`src/rtl/fifo_wr_arbiter_if.sv`:
```
// fifo_wr_arbiter_if -- bundle of the request, push and status signals of
// fifo_wr_arbiter.
//
// Optional build macro: FIFO_WR_ARB_TAG_EN.
// - When it is defined, the push word carries the granted requester index in its MSBs.
// - This changes FIFO_W here and in the arbiter.
//
// Signals:
//   req_vld       per-requester write valid        (requesters -> arbiter)
//   req_data      packed payloads, i at [i*DATA_SIZE +: DATA_SIZE]
//   req_rdy       per-requester accept, one-hot or zero (arbiter -> requesters)
//   fifo_in_vld   registered push strobe            (arbiter -> FIFO)
//   fifo_in_data  registered push word              (arbiter -> FIFO)
//   fifo_pop      one entry left the FIFO           (FIFO side -> arbiter)
//   occ_cnt       reserved-entry count (staged + resident)
//   grant_id      requester whose data is on fifo_in_data
//   err_underflow sticky pop-while-empty flag
//
// Modports:
//   slave   the arbiter's view
//   master  the environment's view
interface fifo_wr_arbiter_if #(
  parameter int REQ_NUM   = 4,
  parameter int DATA_SIZE = 32,
  parameter int ENT_NUM   = 4
);
  localparam int REQ_IDX_W = $clog2(REQ_NUM);
  localparam int OCC_W     = $clog2(ENT_NUM + 1);
`ifdef FIFO_WR_ARB_TAG_EN
  localparam int FIFO_W    = DATA_SIZE + REQ_IDX_W;
`else
  localparam int FIFO_W    = DATA_SIZE;
`endif

  logic [REQ_NUM-1:0]           req_vld;
  logic [REQ_NUM*DATA_SIZE-1:0] req_data;
  logic [REQ_NUM-1:0]           req_rdy;
  logic                         fifo_in_vld;
  logic [FIFO_W-1:0]            fifo_in_data;
  logic                         fifo_pop;
  logic [OCC_W-1:0]             occ_cnt;
  logic [REQ_IDX_W-1:0]         grant_id;
  logic                         err_underflow;

  modport slave (
    input  req_vld, req_data, fifo_pop,
    output req_rdy, fifo_in_vld, fifo_in_data, occ_cnt, grant_id, err_underflow
  );

  modport master (
    output req_vld, req_data, fifo_pop,
    input  req_rdy, fifo_in_vld, fifo_in_data, occ_cnt, grant_id, err_underflow
  );
endinterface

```
`src/rtl/fifo_wr_arbiter.sv`:
```
// fifo_wr_arbiter -- round-robin arbiter that funnels REQ_NUM write requesters
// into one downstream one-in-one-out FIFO of ENT_NUM entries.
//
// Operation:
// - The block keeps a reservation count of entries that are either staged in
//   the push register or resident in the FIFO.
// - It only grants while that count is below ENT_NUM, so the FIFO can never
//   overflow.
// - A grant is registered onto fifo_in_* one cycle later.
//
// Optional build macro: FIFO_WR_ARB_TAG_EN.
// - When it is defined, fifo_in_data = {grant index, payload}.
// - Otherwise, fifo_in_data is just the payload.
//
// Ports:
//   clk  rising-edge clock for all state
//   rst  synchronous active-high reset
//   bus  fifo_wr_arbiter_if.slave (request/push/status signals)
module fifo_wr_arbiter #(
  parameter int REQ_NUM   = 4,
  parameter int DATA_SIZE = 32,
  parameter int ENT_NUM   = 4
) (
  input  logic              clk,
  input  logic              rst,
  fifo_wr_arbiter_if.slave  bus
);
  localparam int REQ_IDX_W = $clog2(REQ_NUM);
  localparam int OCC_W     = $clog2(ENT_NUM + 1);
`ifdef FIFO_WR_ARB_TAG_EN
  localparam int FIFO_W    = DATA_SIZE + REQ_IDX_W;
`else
  localparam int FIFO_W    = DATA_SIZE;
`endif

  logic [REQ_NUM-1:0]   ptr_reg, ptr_next;
  logic [OCC_W-1:0]     occ_reg, occ_next;
  logic                 push_vld_reg;
  logic [FIFO_W-1:0]    push_data_reg, push_data_next;
  logic [REQ_IDX_W-1:0] grant_id_reg, grant_id_next;
  logic                 err_reg;

  logic [DATA_SIZE-1:0] data_arr [REQ_NUM];
  logic [REQ_NUM-1:0]   hi_vld, cand, grant_oh;
  logic [REQ_IDX_W-1:0] sel_idx;
  logic [DATA_SIZE-1:0] sel_data;
  logic                 space;
  logic                 accept;
  logic                 pop_eff;

  genvar gi;
  generate
    for (gi = 0; gi < REQ_NUM; gi++) begin : g_unpack
      assign data_arr[gi] = bus.req_data[gi*DATA_SIZE +: DATA_SIZE];
    end
  endgenerate

  // Pending pops free an entry only on the next cycle.
  // A full count therefore blocks grants even if a pop is happening right now.
  assign space = (occ_reg < OCC_W'(ENT_NUM));

  // Round-robin selection with a one-hot pointer:
  // - ~(ptr-1) masks the requesters at or above the pointer.
  // - If none of them is requesting, the search wraps to the full vector.
  // - x & -x then isolates the lowest set bit.
  assign hi_vld   = bus.req_vld & ~(ptr_reg - REQ_NUM'(1));
  assign cand     = (|hi_vld) ? hi_vld : bus.req_vld;
  assign grant_oh = cand & (~cand + REQ_NUM'(1));

  always_comb begin
    sel_idx = '0;
    for (int i = 0; i < REQ_NUM; i++) begin
      if (grant_oh[i]) sel_idx = REQ_IDX_W'(i);
    end
  end

  assign sel_data    = data_arr[sel_idx];
  assign bus.req_rdy = (space && !rst) ? grant_oh : '0;
  assign accept      = |(bus.req_vld & bus.req_rdy);

  // A pop at zero occupancy is a protocol error.
  // Such a pop is flagged but does not move the count.
  assign pop_eff = bus.fifo_pop && (occ_reg != '0);

  always_comb begin
    occ_next       = occ_reg;
    ptr_next       = ptr_reg;
    push_data_next = push_data_reg;
    grant_id_next  = grant_id_reg;
    if (accept && !pop_eff) occ_next = occ_reg + OCC_W'(1);
    else if (!accept && pop_eff) occ_next = occ_reg - OCC_W'(1);
    if (accept) begin
      // The pointer moves to the requester just after the winner.
      ptr_next      = {grant_oh[REQ_NUM-2:0], grant_oh[REQ_NUM-1]};
      grant_id_next = sel_idx;
`ifdef FIFO_WR_ARB_TAG_EN
      push_data_next = {sel_idx, sel_data};
`else
      push_data_next = sel_data;
`endif
    end
  end

  always_ff @(posedge clk) begin
    if (rst) begin
      ptr_reg       <= REQ_NUM'(1);
      occ_reg       <= '0;
      push_vld_reg  <= 1'b0;
      push_data_reg <= '0;
      grant_id_reg  <= '0;
      err_reg       <= 1'b0;
    end else begin
      ptr_reg       <= ptr_next;
      occ_reg       <= occ_next;
      push_vld_reg  <= accept;
      push_data_reg <= push_data_next;
      grant_id_reg  <= grant_id_next;
      if (bus.fifo_pop && (occ_reg == '0)) err_reg <= 1'b1;
    end
  end

  assign bus.fifo_in_vld   = push_vld_reg;
  assign bus.fifo_in_data  = push_data_reg;
  assign bus.occ_cnt       = occ_reg;
  assign bus.grant_id      = grant_id_reg;
  assign bus.err_underflow = err_reg;
endmodule

```
`src/flat_wrapper.sv`:
```
// flat-port wrapper written by rule: the top's interface ports become plain ports
module fifo_wr_arbiter_flat 
#(
  parameter int REQ_NUM   = 4,
  parameter int DATA_SIZE = 32,
  parameter int ENT_NUM   = 4
)
  (clk, rst, bus_req_vld, bus_req_data, bus_fifo_pop, bus_req_rdy, bus_fifo_in_vld, bus_fifo_in_data, bus_occ_cnt, bus_grant_id, bus_err_underflow);
  fifo_wr_arbiter_if #(.REQ_NUM(REQ_NUM), .DATA_SIZE(DATA_SIZE), .ENT_NUM(ENT_NUM)) bus_i ();
  input  logic clk;
  input  logic rst;
  input wire logic [$bits(bus_i.req_vld)-1:0] bus_req_vld;
  input wire logic [$bits(bus_i.req_data)-1:0] bus_req_data;
  input wire logic [$bits(bus_i.fifo_pop)-1:0] bus_fifo_pop;
  output wire logic [$bits(bus_i.req_rdy)-1:0] bus_req_rdy;
  output wire logic [$bits(bus_i.fifo_in_vld)-1:0] bus_fifo_in_vld;
  output wire logic [$bits(bus_i.fifo_in_data)-1:0] bus_fifo_in_data;
  output wire logic [$bits(bus_i.occ_cnt)-1:0] bus_occ_cnt;
  output wire logic [$bits(bus_i.grant_id)-1:0] bus_grant_id;
  output wire logic [$bits(bus_i.err_underflow)-1:0] bus_err_underflow;
  assign bus_i.req_vld = bus_req_vld;
  assign bus_i.req_data = bus_req_data;
  assign bus_i.fifo_pop = bus_fifo_pop;
  assign bus_req_rdy = bus_i.req_rdy;
  assign bus_fifo_in_vld = bus_i.fifo_in_vld;
  assign bus_fifo_in_data = bus_i.fifo_in_data;
  assign bus_occ_cnt = bus_i.occ_cnt;
  assign bus_grant_id = bus_i.grant_id;
  assign bus_err_underflow = bus_i.err_underflow;
  fifo_wr_arbiter #(.REQ_NUM(REQ_NUM), .DATA_SIZE(DATA_SIZE), .ENT_NUM(ENT_NUM)) u_core (.clk(clk), .rst(rst), .bus(bus_i));
endmodule
```
`config.mk`:
```
export PLATFORM = sky130hd
export DESIGN_NAME = fifo_wr_arbiter_flat
export DESIGN_NICKNAME = d
export VERILOG_FILES = /design/src/rtl/fifo_wr_arbiter_if.sv /design/src/rtl/fifo_wr_arbiter.sv /design/src/flat_wrapper.sv
export SDC_FILE = /design/constraint.sdc
export NUM_CORES = 1
export LEC_CHECK = 0
export CORE_ASPECT_RATIO = 1.1
export CORE_MARGIN = 3
export CORE_UTILIZATION = 38
export DETAILED_ROUTE_END_ITERATION = 8
export PLACE_DENSITY_LB_ADDON = 0.2
export SLEW_MARGIN = 25
export SYNTH_ARGS = -nofsm -noshare
export SYNTH_HDL_FRONTEND = slang
export SYNTH_SLANG_ARGS = --single-unit
```
`constraint.sdc`:
```
create_clock -name clk -period 3.8 [get_ports clk]
set_input_delay 0.38 -clock clk [delete_from_list [all_inputs] [get_ports clk]]
set_output_delay 0.38 -clock clk [all_outputs]
set_load 0.01 [all_outputs]
```
==> key figures <==
Timing
  – Hold_ws: around 0.45 ns
  – Slew Viols, Final: 0
  – Max Freq: 338 MHz
  – Endpoints failing setup: 0
  – Clock skew: roughly 0.0075 ns
  – Unrepaired setup endpoints after global routing: false
  – Final period util: 0.778
  – Slew @ Worst Pin: 0.629 ns
  – Final worst setup slack: between 0.8 and 0.9 ns
  – Tmin final: between 2 and 3 ns
  – Fin Setup TNS: 0 ns
  – Final Hold Viols: 0
  – Slew margin rel.: 0.581

Global route
  – First-pass GRT wire length: about 15 mm
  – GRT Overall Usage: 0.234
  – Global route overflow: 0
  – Initial antenna violation count: 0
  – Largest net degree at the start of global routing: 38
  – Vias in the first global route: around 3100

Routing
  – DRT Pass-1 Iters: 4
  – DR vias: between 2000 and 3000
  – Initial DRC Count: about 110
  – DRT Wirelength: ~9 mm
  – Post-DR vias/cell: approximately 5.2
  – WL/cell: between 15 and 20 um
  – ANT nets after route: 0
  – DRC Markers: 0

Die
  – Core Rows: 30
  – I/O pin total: about 180
  – Die X: 83.7 um
  – Die Height: 91.5 um
  – Starting Density: 0.401
  – Core ar.: ~6300 sq um
  – Die Area: 7660 sq um

Power
  – Max VDD drop: about 290 uV
  – Pleak: ~1.8 nW
  – Power per cell area: around 550 nW/um^2
  – Tot Pwr: roughly 0.0024 W

Setup path
  – RR Endpoint: u_core.bus.fifo_in_data[23]
  – WP data required: roughly 3.4 ns
  – Worst-path cell chain: inv_1 -> ha_1 -> nand2_1 -> nand3_1 -> nor3_2 -> clkdlybuf4s50_1
  – Max incr delay on CP: 0.64 ns
  – R2R cell count: 9
  – Slowest-stage cell, CP: clkdlybuf4s50_1
  – CP max FO: 8
  – Crit path DAT: about 2.6 ns
  – Reg2reg setup slack: 1.32 ns
  – Crit end category: output pin
  – Critical path type: flip-flop to output pin
  – Worst Setup Start Kind: flip-flop
  – Worst reg2reg startpoint: u_core.ptr_reg[0]

Cells and area
  – Share of layout cells above drive strength 1: 0.0877
  – Area added between synthesis and finish: 75.5%
  – Antenna cells: 0
  – Reg area: 861 sq um
  – Multi-input combinational cell area: roughly 1400 sq um
  – Filler cells: 527
  – Commonest non-fill, non-tap cell in the layout: clkdlybuf4s50_1
  – Max FFs per register: 32
  – Layout net count: about 620
  – Most frequent cells in the layout: clkdlybuf4s50_1 (177), nand2_1 (61), dfxtp_1 (43)

Hold path
  – Hold Crit Depth: 1
  – HP Class: flip-flop to flip-flop
  – Hold wc startpoint: u_core.bus.grant_id[1]
  – Min-Delay Endpoint: u_core.bus.grant_id[1]

Clock tree
  – Clk Tree Root Cell: clkbuf_8
  – Post-cts resize count: 0
  – CTS sink cnt: 43
  – Post-CTS setup repair buffer count: 0
  – Post-CTS Hold Buffers: 0
  – H-Tree Depth: 2
  – Total CTS buffers: 5
  – Clk slew on worst S/H paths: ~0.080 ns
  – CTS tree: yes
  – Skew-Pair Late Insertion Delay: about 0.29 ns
  – Max Buffers Root-to-Sink: 2

Synth
  – Gate Count Post-Synth: between 300 and 400
  – Synth Flop Type: dfxtp_1
  – Yosys warns: 0
  – Yosys reg bits: 43
  – Synth Cell Area: between 2000 and 3000 sq um
  – Synth async-reset ratio: 0
  – Synth Net Count: 445
  – Synth cell types: roughly 40
  – Post-synthesis sequential area ratio: 0.341
  – Post-Syn Area per Cell: roughly 8.2 sq um
  – Post-synth EDFFs: 0

Place
  – Port bufs: between 150 and 200
  – Setup WS pre-CTS: 0.846 ns
  – Gp weighted congestion: 0.852
  – Detail Placement HPWL: 6.89 mm

Status
  – Outcome: completed

Run
  – Max Cap Violations: 0
-- final cells by class --
class | instances | area share
clock buffer | 8 | 0.0226
multi-input combinational | 209 | 0.321
inverter | 36 | 0.0305
timing repair buffer | 183 | 0.410
tap | 80 | 0.0226
sequential | 43 | 0.194
-- metrics by stage --
step	utilization	std cells	instance area, sq um
finish	0.703	559	4430
global route	0.703	559	4430
CTS	0.703	559	4430
detailed placement	0.687	551	4330
global placement	0.687	551	4330
floorplan	-	307	2530
-- cells by family after synthesis --
logic type / share of synthesized area
AND/OR/NAND/NOR: 0.147
buffers and inverters: 0.0966
adder cells (fa/ha/maj): 0.0178
flip-flops: 0.341
XOR/XNOR: 0.0104
multiplexers: 0.0139
AO/OA/AOI/OAI: 0.374
-- layer usage --
metal  vias to the layer above  routed length [um]  track usage
met5                         -                   0            0
li1                       1459                   -            -
met2                       105                5080        0.450
met3                         4                 541       0.0517
met4                         0                  78       0.0523
met1                      1359                3540        0.257
-- worst max path at each step --
stage	from	endpoint	slack, ns
after floorplan	rst	u_core.bus.occ_cnt[2]	1.45
after global placement	bus_req_vld[3]	bus_req_rdy[1]	0.91
after detailed placement	bus_req_vld[3]	bus_req_rdy[2]	0.85
after CTS	u_core.ptr_reg[0]	bus_req_rdy[3]	0.86
after global routing	u_core.ptr_reg[0]	bus_req_rdy[3]	0.71
final	u_core.ptr_reg[0]	bus_req_rdy[3]	0.84
-- cell usage after synthesis, types with 2 or more instances --
master     n  area, sq um
o21ai_0   34          170
nand2_1   61          229
o221ai_1   8         70.1
mux2i_1    2         20.0
nand2b_1   2         12.5
a22oi_1    6         45.0
buf_4      3         22.5
and2_1     2         12.5
a21oi_1    6         30.0
a21o_1     2         15.0
buf_2      3         15.0
inv_1     36          135
ha_1       2         25.0
nor2_1     7         26.3
o221ai_2  19          285
xor2_1     2         17.5
buf_6      3         33.8
clkbuf_1   9         33.8
dfxtp_1   43          861
nor3_2     2         20.0
a222oi_1   6         60.1
a31oi_1   30          188
-- where the power goes --
| part | total [W] | switching, W | internal, W | leakage [nW] |
|---|---|---|---|---|
| clock network | 0.000318 | 0.000152 | 0.000166 | 0.0515 |
| registers | 0.000741 | 0.000107 | 0.000634 | 0.360 |
| logic | 0.00138 | 0.000663 | 0.000717 | 1.35 |
-- worst max-delay path: cells and delay by family (launching register included) --
kind	cells	cell delay (ns)
adders and majority gates	1	0.33
buffers and inverters	2	0.73
DFF	1	0.43
and+or+nand+nor	3	0.81
Note: power is estimated with default switching activity, not from simulation.
